$ cat config.mk
export PLATFORM = sky130hd
export DESIGN_NAME = ifu_fetch_flat
export DESIGN_NICKNAME = d
export VERILOG_FILES = /design/src/rtl/ifu_fetch_if.sv /design/src/rtl/ifu_fetch.sv /design/src/flat_wrapper.sv
export SDC_FILE = /design/constraint.sdc
export NUM_CORES = 1
export LEC_CHECK = 0
export ABC_AREA = 0
export BUFFER_PORTS_ARGS = -buffer_cell sky130_fd_sc_hd__buf_2
export CORE_MARGIN = 1.5
export CORE_UTILIZATION = 50
export CTS_CLUSTER_SIZE = 30
export DETAILED_ROUTE_END_ITERATION = 16
export GPL_ROUTABILITY_DRIVEN = 0
export PLACE_DENSITY = 0.86
export SLEW_MARGIN = 40
export SYNTH_ARGS = -nofsm -noshare
export SYNTH_HDL_FRONTEND = slang
export SYNTH_SLANG_ARGS = --single-unit
$ cat constraint.sdc
create_clock -name clk -period 4.4 [get_ports clk]
set_input_delay 0.66 -clock clk [delete_from_list [all_inputs] [get_ports clk]]
set_output_delay 0.66 -clock clk [all_outputs]
set_load 0.01 [all_outputs]
$ cat src/rtl/ifu_fetch_if.sv
// Fetch-side bundle: ITCM command/response channels plus the decode-facing instruction port.
// Every channel transfers on a cycle where valid & ready are both high; valid never waits on ready.
interface ifu_fetch_if #(
    parameter int PC_W    = 32,
    parameter int ITCM_AW = 16,
    parameter int ITCM_DW = 32,
    parameter int ITCM_MW = 4
);
    logic               ifu2itcm_cmd_valid;
    logic               ifu2itcm_cmd_ready;
    logic               ifu2itcm_cmd_read;
    logic [ITCM_AW-1:0] ifu2itcm_cmd_addr;
    logic [ITCM_MW-1:0] ifu2itcm_cmd_wmask;
    logic [ITCM_DW-1:0] ifu2itcm_cmd_wdata;
    logic               ifu2itcm_rsp_valid;
    logic               ifu2itcm_rsp_ready;
    logic [ITCM_DW-1:0] ifu2itcm_rsp_rdata;
    logic               ifu_o_valid;
    logic               ifu_o_ready;
    logic [ITCM_DW-1:0] ifu_o_ir;
    logic [PC_W-1:0]    ifu_o_pc;

    modport master (
        output ifu2itcm_cmd_valid, ifu2itcm_cmd_read, ifu2itcm_cmd_addr,
        output ifu2itcm_cmd_wmask, ifu2itcm_cmd_wdata, ifu2itcm_rsp_ready,
        input  ifu2itcm_cmd_ready, ifu2itcm_rsp_valid, ifu2itcm_rsp_rdata,
        output ifu_o_valid, ifu_o_ir, ifu_o_pc,
        input  ifu_o_ready
    );

    modport slave (
        input  ifu2itcm_cmd_valid, ifu2itcm_cmd_read, ifu2itcm_cmd_addr,
        input  ifu2itcm_cmd_wmask, ifu2itcm_cmd_wdata, ifu2itcm_rsp_ready,
        output ifu2itcm_cmd_ready, ifu2itcm_rsp_valid, ifu2itcm_rsp_rdata,
        input  ifu_o_valid, ifu_o_ir, ifu_o_pc,
        output ifu_o_ready
    );
endinterface

$ cat src/rtl/ifu_fetch.sv
// Instruction-fetch sequencer: owns the PC, issues credit-limited ITCM reads and
// buffers PC-tagged instructions for decode; redirect flushes and restarts fetch.
module ifu_fetch #(
    parameter int              PC_W     = 32,
    parameter logic [PC_W-1:0] RESET_PC = '0,
    parameter int              ITCM_AW  = 16,
    parameter int              ITCM_DW  = 32,
    parameter int              ITCM_MW  = 4,
    parameter int              DEPTH    = 2
) (
    input  logic            clk,
    input  logic            rst,
    input  logic            fetch_en,
    input  logic            redirect_valid,
    input  logic [PC_W-1:0] redirect_pc,
    ifu_fetch_if.master     bus
);
    localparam int CW = $clog2(DEPTH + 1);
    localparam int PW = (DEPTH > 1) ? $clog2(DEPTH) : 1;

    logic [PC_W-1:0]    r_pc;
    logic [CW-1:0]      r_fifo_cnt;
    logic [CW-1:0]      r_out;
    logic [CW-1:0]      r_drop;
    logic [PW-1:0]      r_wptr, r_rptr, r_twptr, r_trptr;
    logic [ITCM_DW-1:0] r_fifo_ir [DEPTH];
    logic [PC_W-1:0]    r_fifo_pc [DEPTH];
    logic [PC_W-1:0]    r_tag     [DEPTH];

    logic [CW:0]        w_credit_sum;
    logic               w_cmd_valid, w_issue, w_rsp_acc, w_keep, w_pop, w_fifo_valid;
    logic [PC_W-1:0]    w_tag;
    logic [CW-1:0]      w_out_next;
    logic               w_unused;

    function automatic logic [PW-1:0] ptr_inc(input logic [PW-1:0] p);
        return (p == PW'(DEPTH - 1)) ? '0 : p + 1'b1;
    endfunction

    // Credits count buffered plus in-flight entries, so every response has a FIFO slot.
    assign w_credit_sum = {1'b0, r_fifo_cnt} + {1'b0, r_out};
    assign w_cmd_valid  = fetch_en & ~redirect_valid & ~rst & (w_credit_sum < (CW+1)'(DEPTH));
    assign w_issue      = w_cmd_valid & bus.ifu2itcm_cmd_ready;
    assign w_rsp_acc    = bus.ifu2itcm_rsp_valid & ~rst & ((r_out != '0) | w_issue);
    // An empty tag queue means the response belongs to this cycle's command.
    assign w_tag        = (r_out == '0) ? r_pc : r_tag[r_trptr];
    assign w_keep       = w_rsp_acc & (r_drop == '0) & ~redirect_valid;
    assign w_fifo_valid = (r_fifo_cnt != '0);
    assign w_pop        = w_fifo_valid & bus.ifu_o_ready & ~redirect_valid;
    assign w_out_next   = r_out + CW'(w_issue) - CW'(w_rsp_acc);

    assign bus.ifu2itcm_cmd_valid = w_cmd_valid;
    assign bus.ifu2itcm_cmd_read  = 1'b1;
    assign bus.ifu2itcm_cmd_addr  = r_pc[ITCM_AW+1:2];
    assign bus.ifu2itcm_cmd_wmask = '0;
    assign bus.ifu2itcm_cmd_wdata = '0;
    assign bus.ifu2itcm_rsp_ready = 1'b1;
    assign bus.ifu_o_valid        = w_fifo_valid;
    assign bus.ifu_o_ir           = w_fifo_valid ? r_fifo_ir[r_rptr] : '0;
    assign bus.ifu_o_pc           = w_fifo_valid ? r_fifo_pc[r_rptr] : '0;

    assign w_unused = ^{redirect_pc[1:0], r_pc};

    always_ff @(posedge clk) begin
        if (rst) begin
            r_pc       <= RESET_PC;
            r_fifo_cnt <= '0;
            r_out      <= '0;
            r_drop     <= '0;
            r_wptr     <= '0;
            r_rptr     <= '0;
            r_twptr    <= '0;
            r_trptr    <= '0;
        end else begin
            r_out <= w_out_next;
            if (w_rsp_acc) r_trptr <= ptr_inc(r_trptr);
            if (redirect_valid) begin
                // Tags of in-flight commands stay queued so dropped responses still pop in order.
                r_pc       <= {redirect_pc[PC_W-1:2], 2'b00};
                r_fifo_cnt <= '0;
                r_wptr     <= '0;
                r_rptr     <= '0;
                r_drop     <= w_out_next;
            end else begin
                if (w_issue) begin
                    r_pc    <= r_pc + PC_W'(4);
                    r_twptr <= ptr_inc(r_twptr);
                end
                if (w_rsp_acc && (r_drop != '0)) r_drop <= r_drop - 1'b1;
                if (w_keep) r_wptr <= ptr_inc(r_wptr);
                if (w_pop)  r_rptr <= ptr_inc(r_rptr);
                r_fifo_cnt <= r_fifo_cnt + CW'(w_keep) - CW'(w_pop);
            end
        end
    end

    always_ff @(posedge clk) begin
        if (w_issue) r_tag[r_twptr] <= r_pc;
        if (w_keep) begin
            r_fifo_ir[r_wptr] <= bus.ifu2itcm_rsp_rdata;
            r_fifo_pc[r_wptr] <= w_tag;
        end
    end
endmodule

$ cat src/flat_wrapper.sv
// flat-port wrapper written by rule: the top's interface ports become plain ports
module ifu_fetch_flat 
#(
    parameter int              PC_W     = 32,
    parameter logic [PC_W-1:0] RESET_PC = '0,
    parameter int              ITCM_AW  = 16,
    parameter int              ITCM_DW  = 32,
    parameter int              ITCM_MW  = 4,
    parameter int              DEPTH    = 2
)
  (clk, rst, fetch_en, redirect_valid, redirect_pc, bus_ifu2itcm_cmd_valid, bus_ifu2itcm_cmd_read, bus_ifu2itcm_cmd_addr, bus_ifu2itcm_cmd_wmask, bus_ifu2itcm_cmd_wdata, bus_ifu2itcm_rsp_ready, bus_ifu2itcm_cmd_ready, bus_ifu2itcm_rsp_valid, bus_ifu2itcm_rsp_rdata, bus_ifu_o_valid, bus_ifu_o_ir, bus_ifu_o_pc, bus_ifu_o_ready);
  ifu_fetch_if #(.PC_W(PC_W), .ITCM_AW(ITCM_AW), .ITCM_DW(ITCM_DW), .ITCM_MW(ITCM_MW)) bus_i ();
  input  logic clk;
  input  logic rst;
  input  logic fetch_en;
  input  logic redirect_valid;
  input  logic [PC_W-1:0] redirect_pc;
  output wire logic [$bits(bus_i.ifu2itcm_cmd_valid)-1:0] bus_ifu2itcm_cmd_valid;
  output wire logic [$bits(bus_i.ifu2itcm_cmd_read)-1:0] bus_ifu2itcm_cmd_read;
  output wire logic [$bits(bus_i.ifu2itcm_cmd_addr)-1:0] bus_ifu2itcm_cmd_addr;
  output wire logic [$bits(bus_i.ifu2itcm_cmd_wmask)-1:0] bus_ifu2itcm_cmd_wmask;
  output wire logic [$bits(bus_i.ifu2itcm_cmd_wdata)-1:0] bus_ifu2itcm_cmd_wdata;
  output wire logic [$bits(bus_i.ifu2itcm_rsp_ready)-1:0] bus_ifu2itcm_rsp_ready;
  input wire logic [$bits(bus_i.ifu2itcm_cmd_ready)-1:0] bus_ifu2itcm_cmd_ready;
  input wire logic [$bits(bus_i.ifu2itcm_rsp_valid)-1:0] bus_ifu2itcm_rsp_valid;
  input wire logic [$bits(bus_i.ifu2itcm_rsp_rdata)-1:0] bus_ifu2itcm_rsp_rdata;
  output wire logic [$bits(bus_i.ifu_o_valid)-1:0] bus_ifu_o_valid;
  output wire logic [$bits(bus_i.ifu_o_ir)-1:0] bus_ifu_o_ir;
  output wire logic [$bits(bus_i.ifu_o_pc)-1:0] bus_ifu_o_pc;
  input wire logic [$bits(bus_i.ifu_o_ready)-1:0] bus_ifu_o_ready;
  assign bus_ifu2itcm_cmd_valid = bus_i.ifu2itcm_cmd_valid;
  assign bus_ifu2itcm_cmd_read = bus_i.ifu2itcm_cmd_read;
  assign bus_ifu2itcm_cmd_addr = bus_i.ifu2itcm_cmd_addr;
  assign bus_ifu2itcm_cmd_wmask = bus_i.ifu2itcm_cmd_wmask;
  assign bus_ifu2itcm_cmd_wdata = bus_i.ifu2itcm_cmd_wdata;
  assign bus_ifu2itcm_rsp_ready = bus_i.ifu2itcm_rsp_ready;
  assign bus_i.ifu2itcm_cmd_ready = bus_ifu2itcm_cmd_ready;
  assign bus_i.ifu2itcm_rsp_valid = bus_ifu2itcm_rsp_valid;
  assign bus_i.ifu2itcm_rsp_rdata = bus_ifu2itcm_rsp_rdata;
  assign bus_ifu_o_valid = bus_i.ifu_o_valid;
  assign bus_ifu_o_ir = bus_i.ifu_o_ir;
  assign bus_ifu_o_pc = bus_i.ifu_o_pc;
  assign bus_i.ifu_o_ready = bus_ifu_o_ready;
  ifu_fetch #(.PC_W(PC_W), .RESET_PC(RESET_PC), .ITCM_AW(ITCM_AW), .ITCM_DW(ITCM_DW), .ITCM_MW(ITCM_MW), .DEPTH(DEPTH)) u_core (.clk(clk), .rst(rst), .fetch_en(fetch_en), .redirect_valid(redirect_valid), .redirect_pc(redirect_pc), .bus(bus_i));
endmodule
==> Word level (Yosys, flattened, before mapping) <==
Memories as Yosys holds them, arrays and structs flattened. A register that Yosys moved wholly into a read port is not among the register bits.
Index checks and enable logic that the tools add are counted.
{ "word_totals": {"n_memories": 3, "regBits": 42, "elab_cells": 68, "mem_bits_rw": 192} }
{ "mem_list": {"columns": ["memory", "depth", "word_bits", "read_ports", "rd_clocked_by_memory_dff", "wr", "line_no", "source"], "rows": [
  ["u_core.r_fifo_ir", 2, 32, 1, 1, 1, "ifu_fetch.sv:26", "logic [ITCM_DW-1:0] r_fifo_ir [DEPTH];"],
  ["u_core.r_fifo_pc", 2, 32, 1, 1, 1, "ifu_fetch.sv:27", "logic [PC_W-1:0] r_fifo_pc [DEPTH];"],
  ["u_core.r_tag", 2, 32, 1, 1, 1, "ifu_fetch.sv:28", "logic [PC_W-1:0] r_tag [DEPTH];"]
]} }
{ "classes": {"muxes": 21, "bitwise": 13, "n_lt_le_gt_ge": 1, "n_addsub": 11, "reduce_logical": 10} }
{ "op_table": {"columns": ["operator", "n"], "rows": [
  ["two-way mux 32 bit", 5],
  ["adder 32 x 3 -> 32 bit (second input constant)", 1],
  ["two-way mux 1 bit", 14],
  ["bitwise AND 1 bit", 10],
  ["nonzero test 2 bit", 5],
  ["adder 1 bit (second input constant)", 4],
  ["adder 2 x 1 -> 2 bit", 2],
  ["zero test 2 bit", 2],
  ["two-way mux 2 bit", 2],
  ["subtractor 2 x 1 -> 2 bit", 2],
  ["adder 2 x 2 -> 3 bit", 1],
  ["less-than comparator 3 x 2 -> 1 bit (second input constant)", 1],
  ["NOT 1 bit", 2],
  ["AND reduction 2 bit", 1],
  ["OR reduction 2 bit", 1],
  ["subtractor 2 x 1 -> 2 bit (second input constant)", 1],
  ["logical AND 1 bit", 1],
  ["bitwise OR 1 bit", 1]
]} }

==> Logic depth before layout (Yosys ltp) <==
Gate-level depths: netlist of the first run.
{ "depth": {"ltp_word": 11, "mapped_depth": 14, "mapped_depth_nobuf": 12} }

==> Least setup slack after synthesis of the first run <==
No wires, ideal clock.
{ "synth_timing": {"kind": "flip-flop to flip-flop", "startpoint": "register u_core.r_fifo_cnt[0]", "endpoint": "memory u_core.r_fifo_ir[0][0] (enable)", "path_stages_with_launch": 8, "path_buffers": 1, "required_ns": 3.917, "path_slack_ns": -0.292, "period_less_slack_ns": 4.692, "t_arrival_ns": 4.210, "path_cell_list": "dfxtp_1 > inv_1 > nor2_1 > fa_1 > nor4bb_1 > buf_2 > o2111ai_1 > nor2_1"} }
{ "synth_via": {"elab_chain_cells": 10} }
{ "synth_rtl": {"columns": ["element", "line_no", "source"], "rows": [
  ["start: declaration", "ifu_fetch.sv:22", "logic [CW-1:0] r_fifo_cnt;"],
  ["start signal: assignment", "ifu_fetch.sv:92", "r_fifo_cnt <= r_fifo_cnt + CW'(w_keep) - CW'(w_pop);"],
  ["adder 2 x 2 -> 3 bit", "ifu_fetch.sv:41", "assign w_credit_sum = {1'b0, r_fifo_cnt} + {1'b0, r_out};"],
  ["less-than comparator 3 x 2 -> 1 bit", "ifu_fetch.sv:42", "assign w_cmd_valid = fetch_en & ~redirect_valid & ~rst & (w_credit_sum < (CW+1)'(DEPTH));"],
  ["bitwise AND 1 bit", "ifu_fetch.sv:42", null],
  ["bitwise AND 1 bit", "ifu_fetch.sv:43", "assign w_issue = w_cmd_valid & bus.ifu2itcm_cmd_ready;"],
  ["bitwise OR 1 bit", "ifu_fetch.sv:44", "assign w_rsp_acc = bus.ifu2itcm_rsp_valid & ~rst & ((r_out != '0) | w_issue);"],
  ["bitwise AND 1 bit", "ifu_fetch.sv:44", null],
  ["bitwise AND 1 bit (2 in a row)", "ifu_fetch.sv:47", "assign w_keep = w_rsp_acc & (r_drop == '0) & ~redirect_valid;"],
  ["two-way mux 1 bit", "ifu_fetch.sv:99", "if (w_keep) begin"],
  ["two-way mux 1 bit (not written as such)", "ifu_fetch.sv:100", "r_fifo_ir[r_wptr] <= bus.ifu2itcm_rsp_rdata;"],
  ["end: declaration", "ifu_fetch.sv:26", null]
]} }
No other way between the ends.

==> Final worst setup path of the first run <==
{ "layout_timing": {"startpoint": "register u_core.r_fifo_cnt[0]", "endpoint": "memory u_core.r_fifo_ir[1][25] (enable)"} }
Same word-level chain as after synthesis.

==> results of run 1 <==
worst max-delay path by stage:
stage,end,depth (start not counted)
finish,u_core.r_fifo_ir[1][25],8
detailed placement,u_core.r_fifo_pc[1][25],8
global placement,u_core.r_fifo_pc[1][25],8
floorplan,u_core.r_fifo_ir[0][0],7
CTS,u_core.r_fifo_pc[1][29],8
global route,u_core.r_fifo_pc[1][29],8
worst max-delay path, delay by kind of cell, from the launching register on:
kind                       cells  cell delay [ps]
buffers and inverters          3              650
DFF                            1              380
and+or+nand+nor                3             1050
adders and majority gates      1              470
AOI/OAI and AO/OA              1              420
registers in the layout (all words and copies together), names as in the netlist, named ones only:
register           count
u_core.r_fifo_ir      64
u_core.r_fifo_pc      60
u_core.r_tag          60
u_core.r_pc           30
u_core.r_drop          2
u_core.r_fifo_cnt      2
u_core.r_out           2
u_core.r_rptr          1
u_core.r_trptr         1
u_core.r_twptr         1
u_core.r_wptr          1
cell type report:
cell class                 count  area (um2)  share of cell area (%)
sequential                   226        6370                    55.9
multi-input combinational    470        3030                    26.6
timing repair buffer         159         848                    7.44
clock buffer                  35         703                    6.17
tap                          265         332                    2.91
clock inverter                 6        58.8                   0.516
inverter                      15        56.3                   0.494
per-stage QoR:
step	hold WS (ps)	TNS (ps)	std cells	worst slack (ps)
finish	354	0	1176	1030
floorplan	424	-36230	810	-292
global placement	487	0	1135	1130
global route	334	0	1176	842
CTS	335	0	1176	1040
detailed placement	500	0	1135	1070
synth_stat cells (5+ instances only):
library cell | count | share of area, %
sky130_fd_sc_hd__edfxtp_1 | 184 | 56
sky130_fd_sc_hd__nor2_1 | 127 | 4.8
sky130_fd_sc_hd__mux2i_1 | 96 | 9.7
sky130_fd_sc_hd__buf_4 | 56 | 4.3
sky130_fd_sc_hd__a21oi_1 | 42 | 2.1
sky130_fd_sc_hd__dfxtp_1 | 42 | 8.5
sky130_fd_sc_hd__clkbuf_1 | 34 | 1.3
sky130_fd_sc_hd__xnor2_1 | 25 | 2.2
sky130_fd_sc_hd__nand2_1 | 23 | 0.87
sky130_fd_sc_hd__nand3_1 | 16 | 0.81
sky130_fd_sc_hd__inv_1 | 14 | 0.53
sky130_fd_sc_hd__a211oi_1 | 8 | 0.61
sky130_fd_sc_hd__nor4_1 | 7 | 0.44
sky130_fd_sc_hd__a31oi_1 | 6 | 0.38
sky130_fd_sc_hd__and3_1 | 6 | 0.38
sky130_fd_sc_hd__xor2_1 | 6 | 0.53
sky130_fd_sc_hd__and2_1 | 5 | 0.32
sky130_fd_sc_hd__ha_1 | 5 | 0.63
sky130_fd_sc_hd__nor3_1 | 5 | 0.25
cells by family after synthesis:
group,after synthesis
DFF,226
and+or+nand+nor,222
buffers and inverters,114
muxes,97
AOI/OAI and AO/OA,74
xor gates and xnor gates,31
adders and majority gates,6
other,2
routing by layer:
layer	up-vias	global-route usage, %
li1	2931	-
met1	2881	22.6
met2	193	32.2
met3	29	2.80
met4	0	4.99
met5	-	0
power breakdown:
group	leakage (uW)	switching (uW)	internal [uW]
clock	0.000378	755	1160
sequential	0.00203	55.1	2380
combinational	0.00174	196	117
==> results.sh, run 1 <==
export IMPL_post_route_drc_count=0
export IMPL_timing_critical_path_slowest_cell_delay_ps=630
export IMPL_worstPathArrival_ps=3530
export IMPL_commonest_non_fill_non_tap_cell_in_the_layout="sky130_fd_sc_hd__edfxtp_1"
export IMPL_maxCapViolCount=0
export IMPL_syn2layout_area_growth_pct=15.5
export IMPL_critical_path_class="flip-flop to flip-flop"
export IMPL_hold_buffers=0
export IMPL_clk_root_buffer_cell="sky130_fd_sc_hd__clkbuf_16"
export IMPL_mappedNetlistArea_um2=9870
export IMPL_synth_seq_area_share_pct=64.5
export IMPL_maxClockFrequency_mhz=297
export IMPL_share_of_synthesized_cell_area_in_full_adder_half_adder_and_majority_cells_pct=0.837
export IMPL_ys_types=55
export IMPL_setup_reg_to_reg_worst_slack_ps=1030
export IMPL_final_util_pct=58.8
export IMPL_worst_path_max_fanout=46
export IMPL_core_area_um2=19400
export IMPL_antenna_cells=0
export IMPL_synth_compound_area_share_pct=4.63
export IMPL_n_fill_cell=1556
export IMPL_initialDrtViolationCount=488
export IMPL_maximum_count_of_clock_buffers_along_a_single_path=3
export IMPL_commonest_cells_after_routing_fill_and_taps_aside="sky130_fd_sc_hd__edfxtp_1, sky130_fd_sc_hd__buf_2, sky130_fd_sc_hd__nor2_1, sky130_fd_sc_hd__mux2i_1, sky130_fd_sc_hd__a21oi_1"
export IMPL_design_area_um2=11400
export IMPL_route_layer_met1_wl_um=7940
export IMPL_nets=972
export IMPL_via_count_of_the_first_global_routing_pass=5690
export IMPL_yosys_mux_area_fraction_pct=9.85
export IMPL_post_synth_cell_area_avg_um2=12.8
export IMPL_worstHoldEndpoint="u_core.r_fifo_ir[0][13]"
export IMPL_finalHoldViolations=0
export IMPL_grt_max_degree=63
export IMPL_postSynth_asyncResetShare_pct=0
export IMPL_timing_max_transition_violations_final=0
export IMPL_worst_hold_startpoint="bus_ifu2itcm_rsp_rdata[13]"
export IMPL_detailed_routed_wire_length_on_met3_um=1140
export IMPL_grt_use_total_pct=18.0
export IMPL_worstReg2RegEnd="u_core.r_fifo_ir[1][25]"
export IMPL_h_tree_depth=1
export IMPL_finalPower_uw=4670
export IMPL_wl_met2_um=9820
export IMPL_min_period_over_period_pct=76.5
export IMPL_top_layer="met4"
export IMPL_synthesis_yosys_warnings=0
export IMPL_synth_edff_count=184
export IMPL_post_cts_resized=0
export IMPL_per_cell_via_count_in_the_routed_design=5.13
export IMPL_drive_above_1_share_pct=23.7
export IMPL_tritoncts_clock_tree="built"
export IMPL_worstHoldPathType="input pin to flip-flop"
export IMPL_number_of_buffers_created_by_cts=23
export IMPL_power_density_nw_per_um2=410
export IMPL_crit_path_capture_type="flip-flop"
export IMPL_via_count=6034
export IMPL_hold_depth=1
export IMPL_crit_chain="inv_1 -> nor2_1 -> fa_1 -> nor4bb_2 -> buf_4 -> o2111ai_1 -> nor2_4 -> buf_12"
export IMPL_effective_utilization_at_floorplan_pct=50.9
export IMPL_io_buffer_count=148
export IMPL_synth_top_family_by_area="simple AND/OR/NAND/NOR gates"
export IMPL_overflow=0
export IMPL_dpl_cell_area_um2=10600
export IMPL_clkLatencyLatePin_ps=500
export IMPL_hpwl_um=12500
export IMPL_first_pass_iters=4
export IMPL_power_ir_vdd_worst_uv=244
export IMPL_floorplan_die_height_um=143
export IMPL_chipWidth_um=143
export IMPL_postSynthCellCount=772
export IMPL_tightestPinTransition_ps=805
export IMPL_min_clock_period_post_route_ps=3370
export IMPL_run_status="complete, no violations"
export IMPL_io_pins=191
export IMPL_critical_path_reg2reg_startpoint="u_core.r_fifo_cnt[0]"
export IMPL_antenna_found_initial=0
export IMPL_synth_simple_gate_area_share_pct=10.8
export IMPL_ys_seq_elements=226
export IMPL_leakagePower_uw=0.00415
export IMPL_synth_xor_area_share_pct=2.75
export IMPL_synthFlopType="sky130_fd_sc_hd__edfxtp_1"
export IMPL_post_route_ant_nets=0
export IMPL_finalClockSkew_ps=13.9
export IMPL_worst_setup_hold_path_clk_slew_ps=60
export IMPL_cts_sinks=226
export IMPL_rows=51
export IMPL_crit_required_ps=4570
export IMPL_final_setup_viol_count=0
export IMPL_worst_setup_path_start_kind="flip-flop"
export IMPL_r2r_worst_path_cells=8
export IMPL_post_cts_repair_setup_buffers=0
export IMPL_slowest_stage="sky130_fd_sc_hd__nor2_4"
export IMPL_total_length_of_routed_wires_um=19200
export IMPL_setup_repair_after_global_routing_missed_its_margin="no"
export IMPL_grt_first_pass_wirelength_um=29000
export IMPL_timing_max_slew_rel_slack_pct=46.3
export IMPL_post_drt_wl_per_cell_um=16.3
export IMPL_die_area_um2=20600
export IMPL_critical_path_source="u_core.r_fifo_cnt[0]"
Note: power is estimated with default switching activity, not from simulation.
==> run 2, diff against run 1 <==
==> constraint.sdc (replaced) <==
create_clock -name clk -period 2.9 [get_ports clk]
set_input_delay 0.435 -clock clk [delete_from_list [all_inputs] [get_ports clk]]
set_output_delay 0.435 -clock clk [all_outputs]
set_load 0.01 [all_outputs]
==> run 2 against run 1 <==
Compared with the run above:
- flip-flop and latch count stayed put
- final cell count is 0.77% higher
- utilization is 0.50 points higher
- cell area is 0.86% higher
- via count is 1.1% higher
- die area stayed put
- count of clock-buffer cells in the layout is 3 lower
==> results.sh, run 2 (synthesis gave the netlist of run 1 again) <==
export IMPL_run_status="complete, no violations"
export IMPL_max_flop_register="u_core.r_fifo_ir"
export IMPL_leakagePower_uw=0.00417
export IMPL_timing_max_transition_violations_final=0
export IMPL_clkLatencyLatePin_ps=490
export IMPL_min_clock_period_post_route_ps=2740
export IMPL_largest_register_ffs=64
export IMPL_crit_required_ps=3080
export IMPL_die_area_um2=20600
export IMPL_clk_root_buffer_cell="sky130_fd_sc_hd__clkbuf_16"
export IMPL_antenna_cells=0
export IMPL_first_pass_iters=4
export IMPL_number_of_buffers_created_by_cts=23
export IMPL_post_route_drc_count=0
export IMPL_via_count=6100
export IMPL_maximum_count_of_clock_buffers_along_a_single_path=3
export IMPL_power_share_clock_pct=38.8
export IMPL_power_ir_vdd_worst_uv=337
export IMPL_finalHoldViolations=0
export IMPL_maxCapViolCount=0
export IMPL_slowest_stage="sky130_fd_sc_hd__fa_1"
export IMPL_per_cell_via_count_in_the_routed_design=5.15
export IMPL_via_count_of_the_first_global_routing_pass=5847
export IMPL_swShare_pct=22.0
export IMPL_syn2layout_area_growth_pct=16.5
export IMPL_timing_max_slew_rel_slack_pct=55.4
export IMPL_tritoncts_clock_tree="built"
export IMPL_drive_above_1_share_pct=24.6
export IMPL_worst_path_max_fanout=32
export IMPL_critical_path_class="flip-flop to flip-flop"
export IMPL_crit_path_capture_type="flip-flop"
export IMPL_commonest_cells_after_routing_fill_and_taps_aside="sky130_fd_sc_hd__edfxtp_1, sky130_fd_sc_hd__buf_2, sky130_fd_sc_hd__nor2_1, sky130_fd_sc_hd__mux2i_1, sky130_fd_sc_hd__a21oi_1"
export IMPL_fin_setup_tns_ps=0
export IMPL_antenna_found_initial=0
export IMPL_post_route_ant_nets=0
export IMPL_worstPathArrival_ps=2930
export IMPL_nets=982
export IMPL_hold_buffers=0
export IMPL_preCtsSetupSlack_ps=91.1
export IMPL_p_comb_share_pct=7.3
export IMPL_io_pins=191
export IMPL_worst_setup_path_start_kind="flip-flop"
export IMPL_final_setup_viol_count=0
export IMPL_h_tree_depth=1
export IMPL_effective_utilization_at_floorplan_pct=50.9
export IMPL_min_period_over_period_pct=94.6
export IMPL_chipWidth_um=143
export IMPL_initialDrtViolationCount=380
export IMPL_hpwl_um=13200
export IMPL_cts_sinks=226
export IMPL_maxClockFrequency_mhz=365
export IMPL_pwr_share_seq_pct=53.9
export IMPL_reg_top3="u_core.r_fifo_ir (64), u_core.r_fifo_pc (60), u_core.r_tag (60)"
export IMPL_rows=51
export IMPL_grt_max_degree=63
export IMPL_worstHoldPathType="input pin to flip-flop"
export IMPL_grt_first_pass_wirelength_um=29900
export IMPL_finalHoldWorstSlack_ps=131
export IMPL_total_length_of_routed_wires_um=19600
export IMPL_post_drt_wl_per_cell_um=16.5
export IMPL_internal_power_uw=5360
export IMPL_post_route_worst_setup_slack_ps=157
export IMPL_grt_use_total_pct=18.8
export IMPL_floorplan_die_height_um=143
export IMPL_power_density_nw_per_um2=598
export IMPL_crit_chain="inv_1 -> nor2_2 -> fa_1 -> nor4bb_4 -> buf_4 -> o2111ai_4 -> nor2_4 -> buf_12"
export IMPL_timing_critical_path_slowest_cell_delay_ps=490
export IMPL_commonest_non_fill_non_tap_cell_in_the_layout="sky130_fd_sc_hd__edfxtp_1"
export IMPL_io_buffer_count=148
export IMPL_core_area_um2=19400
export IMPL_worst_setup_hold_path_clk_slew_ps=60
export IMPL_overflow=0
export IMPL_net_switching_power_of_the_design_uw=1510
export IMPL_finalClockSkew_ps=6.73
export IMPL_tightestPinTransition_ps=669
==> run 2: per-layer routing <==
| layer | part of all wire, % | track usage, % | wire (um) |
|---|---|---|---|
| met1 | 40 | 23.3 | 7910 |
| met2 | 49 | 32.0 | 9630 |
| met3 | 7.4 | 3.60 | 1440 |
| met4 | 3.0 | 8.06 | 578 |
| met5 | 0 | 0 | 0 |
==> run 2: stage by stage <==
stage	cell area (um2)	util [%]	total power, uW	instances
finish	11500	59.3	6870	1185
global route	11500	59.3	7140	1185
CTS	11500	59.0	6930	1184
detailed placement	10800	55.6	4260	1144
global placement	10800	55.6	4240	1144
floorplan	10100	-	4130	810
==> run 2: critical path, delay by kind of cell, from the launching register on <==
kind                     cells  cell delay [ps]
AND/OR/NAND/NOR              3              730
AO/OA/AOI/OAI                1              200
flip-flops                   1              390
adder cells (fa/ha/maj)      1              490
buffers and inverters        3              600
==> run 2: path summary, 6_finish.rpt <==
kind	startpoint	endpoint	slack [ps]	cells past startpoint
worst min-delay path	bus_ifu2itcm_rsp_rdata[2]	u_core.r_fifo_ir[0][2]	130	1
worst max register to register	u_core.r_fifo_cnt[0]	u_core.r_fifo_ir[0][23]	160	8
worst max-delay path	u_core.r_fifo_cnt[0]	u_core.r_fifo_ir[0][23]	160	8
worst min register to register	u_core.r_trptr	u_core.r_trptr	530	2
==> run 2: timing repair <==
item,CTS,global route
setup buffers,0,1
resized for setup,0,7
endpoints found under the setup margin,0,113
==> run 2: power by group through the flow <==
stage,registers (uW),clock network (uW),logic [uW]
after floorplan,3730,0,396
after global placement,3760,0,477
after detailed placement,3770,0,496
after CTS,3700,2730,501
after global routing,3710,2870,563
final,3700,2670,504
==> run 2: final cells by class <==
class	count	area (um2)
fill	1556	7900
sequential	226	6370
multi-input combinational	470	3080
timing repair buffer	169	977
clock buffer	32	609
tap	265	332
clock inverter	8	65.1
inverter	15	56.3
